[src/rtl/muldiv_pkg.sv]
// rtl/muldiv_pkg.sv - shared funct codes, FSM state type and iteration count for ex_muldiv
package muldiv_pkg;

  localparam int ITER = 32;

  localparam logic [5:0] F_MFHI  = 6'h10;
  localparam logic [5:0] F_MTHI  = 6'h11;
  localparam logic [5:0] F_MFLO  = 6'h12;
  localparam logic [5:0] F_MTLO  = 6'h13;
  localparam logic [5:0] F_MULT  = 6'h18;
  localparam logic [5:0] F_MULTU = 6'h19;
  localparam logic [5:0] F_DIV   = 6'h1A;
  localparam logic [5:0] F_DIVU  = 6'h1B;

  typedef enum logic [1:0] {
    S_IDLE = 2'd0,
    S_MUL  = 2'd1,
    S_DIV  = 2'd2,
    S_DONE = 2'd3
  } state_t;

endpackage

[src/rtl/muldiv_div_core.sv]
// rtl/muldiv_div_core.sv - restoring divider on unsigned magnitudes, one quotient bit per step
module muldiv_div_core #(
  parameter int NBITS = 32
) (
  input  logic             i_clk,
  input  logic             i_rst,
  input  logic             load,
  input  logic             step,
  input  logic [NBITS-1:0] dividend,
  input  logic [NBITS-1:0] divisor,
  output logic [NBITS-1:0] quotient,
  output logic [NBITS-1:0] remainder
);

  logic [NBITS-1:0] quo;
  logic [NBITS-1:0] rem;
  logic [NBITS-1:0] dvsr;
  logic [NBITS:0]   shifted;
  logic             fits;
  logic [NBITS-1:0] sub;

  // Partial remainder shifted left with the next dividend bit; the true
  // difference is always below the divisor, so its low bits are exact.
  assign shifted = {rem, quo[NBITS-1]};
  assign fits    = shifted >= {1'b0, dvsr};
  assign sub     = shifted[NBITS-1:0] - dvsr;

  // Load operands on accept, then one restoring-subtract step per cycle
  always_ff @(posedge i_clk) begin
    if (!i_rst) begin
      quo  <= '0;
      rem  <= '0;
      dvsr <= '0;
    end else if (load) begin
      quo  <= dividend;
      rem  <= '0;
      dvsr <= divisor;
    end else if (step) begin
      rem  <= fits ? sub : shifted[NBITS-1:0];
      quo  <= {quo[NBITS-2:0], fits};
    end
  end

  assign quotient  = quo;
  assign remainder = rem;

endmodule

[src/rtl/ex_muldiv.sv]
// rtl/ex_muldiv.sv - EX-stage iterative HI/LO multiply/divide unit; MULDIV_DIVIDER_EN enables DIV/DIVU
module ex_muldiv
  import muldiv_pkg::*;
#(
  parameter int NBITS = 32,
  parameter int FBITS = 6
) (
  input  logic             i_clk,
  input  logic             i_rst,
  input  logic             i_valid,
  input  logic             i_rtype,
  input  logic [FBITS-1:0] i_funct,
  input  logic [NBITS-1:0] i_rs_data,
  input  logic [NBITS-1:0] i_rt_data,
  output logic             o_stall,
  output logic [NBITS-1:0] o_mf_data,
  output logic [NBITS-1:0] o_hi,
  output logic [NBITS-1:0] o_lo,
  output logic             o_div_by_zero
);

  localparam logic [5:0] CNT_LAST = 6'(ITER - 1);

  function automatic logic [NBITS-1:0] mag(input logic [NBITS-1:0] v, input logic sgn);
    return (sgn && v[NBITS-1]) ? -v : v;
  endfunction

  state_t             state, state_next;
  logic [5:0]         cnt;
  logic [NBITS-1:0]   mcand;
  logic [2*NBITS-1:0] prod;
  logic [NBITS:0]     mul_sum;
  logic [NBITS-1:0]   hi, lo;
  logic               neg_res, dbz_q;
  logic               dec_en, sgn_op, is_mul;
  logic               acc_mul, acc_div, acc_dbz;
  logic               step_mul, step_div, wr_res, wr_hi, wr_lo;

  assign dec_en = i_valid & i_rtype;
  assign is_mul = dec_en & ((i_funct == FBITS'(F_MULT)) | (i_funct == FBITS'(F_MULTU)));
  assign sgn_op = (i_funct == FBITS'(F_MULT)) | (i_funct == FBITS'(F_DIV));
  assign acc_mul = (state == S_IDLE) & is_mul;

`ifdef MULDIV_DIVIDER_EN
  logic             is_div, rt_zero, neg_rem, is_div_q;
  logic [NBITS-1:0] quotient, remainder;
  assign is_div  = dec_en & ((i_funct == FBITS'(F_DIV)) | (i_funct == FBITS'(F_DIVU)));
  assign rt_zero = (i_rt_data == '0);
  assign acc_div = (state == S_IDLE) & is_div & ~rt_zero;
  assign acc_dbz = (state == S_IDLE) & is_div & rt_zero;

  muldiv_div_core #(.NBITS(NBITS)) u_div (
    .i_clk     (i_clk),
    .i_rst     (i_rst),
    .load      (acc_div),
    .step      (step_div),
    .dividend  (mag(i_rs_data, sgn_op)),
    .divisor   (mag(i_rt_data, sgn_op)),
    .quotient  (quotient),
    .remainder (remainder)
  );
  assign o_div_by_zero = dbz_q;
`else
  assign acc_div       = 1'b0;
  assign acc_dbz       = 1'b0;
  assign o_div_by_zero = 1'b0;
`endif

  // State register
  always_ff @(posedge i_clk) begin
    if (!i_rst) state <= S_IDLE;
    else        state <= state_next;
  end

  // Next-state logic: only IDLE accepts, MUL/DIV run ITER steps, DONE retires
  always_comb begin
    state_next = state;
    case (state)
      S_IDLE: begin
        if (acc_mul)      state_next = S_MUL;
        else if (acc_div) state_next = S_DIV;
        else if (acc_dbz) state_next = S_DONE;
      end
      S_MUL, S_DIV: if (cnt == CNT_LAST) state_next = S_DONE;
      S_DONE:       state_next = S_IDLE;
      default:      state_next = S_IDLE;
    endcase
  end

  // Outputs: stall covers the accept cycle and the iterations, never DONE
  always_comb begin
    o_stall  = 1'b0;
    step_mul = 1'b0;
    step_div = 1'b0;
    wr_res   = 1'b0;
    wr_hi    = 1'b0;
    wr_lo    = 1'b0;
    case (state)
      S_IDLE: begin
        o_stall = i_rst & (acc_mul | acc_div | acc_dbz);
        wr_hi   = dec_en & (i_funct == FBITS'(F_MTHI));
        wr_lo   = dec_en & (i_funct == FBITS'(F_MTLO));
      end
      S_MUL:   begin o_stall = i_rst; step_mul = 1'b1; end
      S_DIV:   begin o_stall = i_rst; step_div = 1'b1; end
      S_DONE:  wr_res = ~dbz_q;
      default: o_stall = 1'b0;
    endcase
  end

  // Shift-add step: conditionally add multiplicand to the upper half, shift right
  assign mul_sum = {1'b0, prod[2*NBITS-1:NBITS]} + (prod[0] ? {1'b0, mcand} : '0);

  // Operand latch, iteration counter and multiplier accumulator
  always_ff @(posedge i_clk) begin
    if (!i_rst) begin
      cnt     <= '0;
      mcand   <= '0;
      prod    <= '0;
      neg_res <= 1'b0;
      dbz_q   <= 1'b0;
`ifdef MULDIV_DIVIDER_EN
      neg_rem  <= 1'b0;
      is_div_q <= 1'b0;
`endif
    end else begin
      dbz_q <= acc_dbz;
      if (acc_mul || acc_div) begin
        cnt     <= '0;
        neg_res <= sgn_op & (i_rs_data[NBITS-1] ^ i_rt_data[NBITS-1]);
`ifdef MULDIV_DIVIDER_EN
        neg_rem  <= sgn_op & i_rs_data[NBITS-1];
        is_div_q <= acc_div;
`endif
      end else if (step_mul || step_div) begin
        cnt <= cnt + 6'd1;
      end
      if (acc_mul) begin
        mcand <= mag(i_rs_data, sgn_op);
        prod  <= {{NBITS{1'b0}}, mag(i_rt_data, sgn_op)};
      end else if (step_mul) begin
        prod  <= {mul_sum, prod[NBITS-1:1]};
      end
    end
  end

  // Architectural HI/LO: signed results applied at DONE, or moves from rs
  always_ff @(posedge i_clk) begin
    if (!i_rst) begin
      hi <= '0;
      lo <= '0;
    end else if (wr_res) begin
`ifdef MULDIV_DIVIDER_EN
      if (is_div_q) begin
        lo <= neg_res ? -quotient : quotient;
        hi <= neg_rem ? -remainder : remainder;
      end else begin
        {hi, lo} <= neg_res ? -prod : prod;
      end
`else
      {hi, lo} <= neg_res ? -prod : prod;
`endif
    end else begin
      if (wr_hi) hi <= i_rs_data;
      if (wr_lo) lo <= i_rs_data;
    end
  end

  assign o_hi = hi;
  assign o_lo = lo;
  assign o_mf_data = (dec_en && i_funct == FBITS'(F_MFHI)) ? hi :
                     (dec_en && i_funct == FBITS'(F_MFLO)) ? lo : '0;

endmodule

[config.mk]
export PLATFORM = sky130hd
export DESIGN_NAME = ex_muldiv
export DESIGN_NICKNAME = d
export VERILOG_FILES = /design/src/rtl/muldiv_pkg.sv /design/src/rtl/muldiv_div_core.sv /design/src/rtl/ex_muldiv.sv
export SDC_FILE = /design/constraint.sdc
export NUM_CORES = 1
export LEC_CHECK = 0
export CAP_MARGIN = 0
export CELL_PAD_IN_SITES_DETAIL_PLACEMENT = 1
export CELL_PAD_IN_SITES_GLOBAL_PLACEMENT = 1
export CORE_MARGIN = 2
export CORE_UTILIZATION = 30
export CTS_CLUSTER_SIZE = 14
export DETAILED_ROUTE_END_ITERATION = 6
export PLACE_DENSITY = 0.58
export SLEW_MARGIN = 0
export SYNTH_ARGS = -nofsm -noshare
export SYNTH_HDL_FRONTEND = slang
export SYNTH_SLANG_ARGS = --single-unit
export TNS_END_PERCENT = 10
[constraint.sdc]
create_clock -name i_clk -period 4.2 [get_ports i_clk]
set_clock_uncertainty 0.05 [all_clocks]
set_input_delay 0.84 -clock i_clk [delete_from_list [all_inputs] [get_ports i_clk]]
set_output_delay 0.84 -clock i_clk [all_outputs]
set_load 0.01 [all_outputs]
# After elaboration in Yosys (flattened, before gate mapping)
# Cells that the tools add are included.
word_totals:
  register_bits: 169
  elab_cells: 70
  output_inout_bits: 98
  in_bits: 74
op_classes:
  bitwise: 11
  n_eq_ne: 13
  mux: 21
  addsub: 5
  n_reduce_logical: 12
ops:
  columns: ["operator", "n"]
  rows:
  - ["$mux W32", 11]
  - ["$mux W64", 1]
  - ["$neg A32 Y32", 2]
  - ["$neg A64 Y64", 1]
  - ["$eq A6 B5 Y1 const B", 8]
  - ["$add A32 B32 Y33", 1]
  - ["$and A1 B1 Y1", 7]
  - ["$add A6 B1 Y6 const B", 1]
  - ["$pmux W2 S3", 1]
  - ["$reduce_bool A2 Y1", 3]
  - ["$mux W1", 5]
  - ["$eq A2 B2 Y1 const B", 2]
  - ["$logic_and A1 B1 Y1", 4]
  - ["$mux W2", 2]
  - ["$reduce_or A2 Y1", 2]
  - ["$eq A2 B1 Y1 const B", 1]
  - ["$logic_not A2 Y1", 1]
  - ["$ne A2 B1 Y1 const B", 1]
  - ["$ne A2 B2 Y1 const B", 1]
  - ["$or A1 B1 Y1", 2]
  - ["$pmux W1 S2", 1]
  - ["$reduce_and A2 Y1", 1]
  - ["$logic_or A1 B1 Y1", 1]
  - ["$not A1 Y1", 1]
  - ["$xor A1 B1 Y1", 1]

# Depth between registers and ports, before layout
logic_depth:
  depth_word: 6
  ltp_mapped: 14
  depth_no_buf: 12

# Worst setup path before layout
# OpenSTA, ideal clock, no wires.
synth_timing:
  path_type: "input-to-reg"
  from: "input port i_rs_data[10]"
  to: "register mcand[29]"
  arrival_ns: 3.228
  slack_ns: 0.799
  setup_ns: 0.122
  path_buffers: 0
  cell_stages: 9
  t_required_ns: 4.028
  cell_sequence: "or4_1 -> or3_1 -> or2_2 -> nor2_1 -> nand2_1 -> or4_1 -> o41ai_2 -> xor2_1 -> o21ai_0"
synth_between:
  elab_chain_len: 2
synth_rtl:
  columns: ["item", "line_no", "rtl"]
  rows:
  - ["from (decl)", "ex_muldiv.sv:13", "input logic [NBITS-1:0] i_rs_data,"]
  - ["$neg A32 Y32", "ex_muldiv.sv:25", "return (sgn && v[NBITS-1]) ? -v : v;"]
  - ["$mux W32", "ex_muldiv.sv:25", null]
  - ["to (signal assigned)", "ex_muldiv.sv:139", "mcand <= mag(i_rs_data, sgn_op);"]
  - ["to (decl)", "ex_muldiv.sv:30", "logic [NBITS-1:0] mcand;"]
# No other way between the ends.
# A chain may end at the register's enable or synchronous reset.

# Final worst setup path
layout_timing:
  from: "input port i_funct[2]"
  to: "output port o_mf_data[7]"
layout_between:
  elab_chain_len: 4
  word_cells_on_any_way: 6
  cone_classes: "2 x eq/ne; 2 x mux; 2 x reduce/logical"
layout_rtl:
  columns: ["item", "line_no", "rtl"]
  rows:
  - ["from (decl)", "ex_muldiv.sv:12", "input logic [FBITS-1:0] i_funct,"]
  - ["$eq A6 B5 Y1", "ex_muldiv.sv:172", "(dec_en && i_funct == FBITS'(F_MFLO)) ? lo : '0;"]
  - ["$logic_and A1 B1 Y1", "ex_muldiv.sv:172", null]
  - ["$mux W32", "ex_muldiv.sv:172", null]
  - ["$mux W32 (*)", "ex_muldiv.sv:171", "assign o_mf_data = (dec_en && i_funct == FBITS'(F_MFHI)) ? hi :"]
  - ["to (decl)", "ex_muldiv.sv:16", "output logic [NBITS-1:0] o_mf_data,"]
# Every way passes the cells marked *; elsewhere a longest branch is shown, timed or not.

==> metrics <==
postcts setup bufs=0; CTS Buffer Depth=2; Post-synth EDFFs=0; Max Cap Viol=0; die width=199 um; Mapped Nets=1,492; Synth Area in Adders=4.58%; largest family of logic cells by synthesized area=compound AO/OA/AOI/OAI gates; Root Buffer=clkbuf_16; met3 WL=1090 um; Final Max Tran Viols=0; max_slew headroom=38.2%; final period utilization=92.1%; Crit-path slowest cell=clkdlybuf4s50_1; post-synthesis compound-gate area fraction=24.2%; Clock Latency Late Sink=450 ps; Synthesis Warnings=0; switching share of power=27.5%; sequential share of power=44.7%; share of post-route cells with drive strength above 1=7.64%; Async SR Flop Fraction=0%; CTS tree=yes; Worst Path Arrival=2980 ps; Vias=10,800; initial drt markers=527; cts hold-fix bufs=0; Yosys cell types=65; XOR/XNOR share of the synthesized area=11.0%; Met1 Wirelength=20,800 um; Post-DRT Antenna Nets=0; CTS Buf Count=17; GPL Wtd Cong=0.771; Synth top cells by count=169 x dfxtp_1, 148 x nor2_1, 100 x a211oi_1; Worst Setup SP=i_funct[2]; synth top area cells=dfxtp_1 30%, mux2i_1 7.0%, a211oi_1 6.6%; Sw Pwr=1.00 mW; worst r2r path cells=13; most common cell in the netlist=dfxtp_1; Min-Delay Path Class=reg -> reg; post-DP HPWL=31,700 um; area grow syn2layout=26.1%; initial antenna violation count=0; Worst setup SP type=input pin; clock-pin slew on the worst setup and hold paths=70 ps; RSZ-0062 raised after global routing=false; Worst Path Buf+Inv=3; I/O pin count=172; vias in the first global route=10,800; Seq/Total Area, Yosys=29.8%; wire per inst=20.4 um; Worst Path Required=3310 ps; post-cts gate resize count=0; largest net degree at the start of global routing=91; register bit total from synthesis=169; Synth area leader=dfxtp_1; DRC violations left=0; Clock power frac=43.3%; DRT Wirelength=41,600 um; Synth Area in Simple Gates=18.4%; status=finished, final reports clean; Synth Instances=1,377; core footprint=37,500 um2; Via density=5.27; setup TNS=0 ps; post-route non-filler standard cell count=2,043; critical path, cell by cell=clkdlybuf4s50_1, nor2_1, nand2_1, nor2_1, nand2b_1, nor2_2, buf_4, a22o_1, clkdlybuf4s50_1; Final min period=3870 ps; Mapped Area=11,400 um2; final hold vios=0; R2R Path End=prod[47]; Largest stage delay, worst path=540 ps; WS Path Type=in -> out; Critical Path Sink=o_mf_data[7]; Die Area=39,400 um2; Syn Area/Cell=8.25 um2; met2 WL=19,000 um; Static Leak=5.11 nW; Sink Count=169; crit path max fanout=19; final setup violation count=0; fraction of synthesized area in multiplexers=8.15%; top cell type's share of synthesized area=29.8%; Top FF cell, synth=dfxtp_1; drt pass-1 iters=5; grt total ovfl=0; number of cells on the critical path=9; Rows=71; internal power=2.65 mW; Clock H-tree levels=4; total track usage=21.2%; Placed Cells=2,011; global-route wire length before repair=64,000 um; fmax=0.258 GHz; CP delay by family, top=buffers and inverters; IO buf count=170; top layer in use=met4; flop2flop setup slack=480 ps; Gate power share=12.0%; reg2reg start=prod[0]; die height=199 um; # nets final=1,634; Initial Util=30.3%; Tightest Pin Transition=928 ps; n_diodes=0; VDD IR max=0.000228 V; crit path capture type=primary output; Power Dens Cells=255 nW/um2
[cell usage in the layout (no fill, tap or decap), types with 5 or more instances in the layout]
master,n
o21bai_1,7
clkdlybuf4s50_1,170
inv_1,24
a311oi_1,8
a21o_1,8
xor2_1,82
a22o_1,32
o211ai_1,8
o22ai_1,23
a211oi_1,100
xnor2_1,61
nand2b_1,16
or4_1,11
nor2b_1,29
nor2_1,144
mux2_2,12
or2_2,6
nand2_1,67
mux2i_1,79
buf_4,39
nand4_1,9
o21ai_0,72
or3_1,16
o41ai_1,16
nor4_1,8
and2_1,37
nand3b_1,8
clkbuf_16,17
and3_1,5
nor3_1,16
nand3_1,17
a21oi_1,88
ha_1,38
o31ai_1,25
dfxtp_1,168
[power by group through the flow]
| stage | clock (mW) | combinational (mW) | sequential [mW] |
|---|---|---|---|
| floorplan | 0 | 0.229 | 1.66 |
| global placement | 0 | 0.436 | 1.67 |
| detailed placement | 0 | 0.440 | 1.67 |
| CTS | 1.63 | 0.440 | 1.63 |
| global route | 1.69 | 0.474 | 1.63 |
| finish | 1.58 | 0.437 | 1.63 |
[per-layer routing]
layer  vias to the layer above  GRT usage (%)
met4                         0           5.03
li1                       5306              -
met3                        33           3.10
met1                      5282           30.0
met2                       149           33.9
met5                         -              0
[cell families after synthesis]
group / after synthesis
adder cells (fa/ha/maj): 41
AO/OA/AOI/OAI: 405
buffers and inverters: 114
flip-flops: 169
other: 1
XOR/XNOR: 143
AND/OR/NAND/NOR: 413
multiplexers: 91
[layout make-up]
cell class | count | area (um2)
fillers | 4457 | 23200
multi-input cells | 1094 | 7580
flip-flops and latches | 169 | 3380
repair buffers | 212 | 2050
well taps | 511 | 639
clock buffers | 20 | 457
clock inverters | 12 | 116
inverters | 25 | 95.1
[worst register-to-register path, cell delays in order, from the launching register on]
cell and delay [ps]:
dfxtp_1 400, buf_4 260, and2_1 230, fa_1 440, a21oi_1 250, o21ai_0 160
a311oi_1 530, buf_4 220, o21bai_1 60, a21oi_1 220, o21ai_0 210, o31ai_1 290
xor2_1 180, o21ai_0 90
[flip-flops by register name, indices dropped and copies added, names as in the netlist]
register  cells
neg_res       1
mcand        32
cnt           6
o_hi         32
o_lo         32
prod         64
state         2
[stage by stage]
stage               setup WS [ps]  power, mW  area, um2  hold WS, ps  utilization (%)
floorplan                     799       1.89      11400          367                -
detailed placement            133       2.11      13800          391             36.7
finish                        331       3.65      14300          402             38.2
CTS                           348       3.70      14300          404             38.2
global route                  123       3.80      14300          458             38.2
global placement              145       2.10      13800          389             36.7
[worst min path at each step]
stage                          from         to  slack, ps  depth (start not counted)
after floorplan           mcand[27]  mcand[27]        370                          2
after global placement    mcand[28]  mcand[28]        390                          2
after detailed placement  mcand[28]  mcand[28]        390                          2
final                     mcand[28]  mcand[28]        400                          2
after CTS                  mcand[0]   mcand[0]        400                          2
after global routing       mcand[0]   mcand[0]        460                          2
Power figures use the tool's default switching activity.
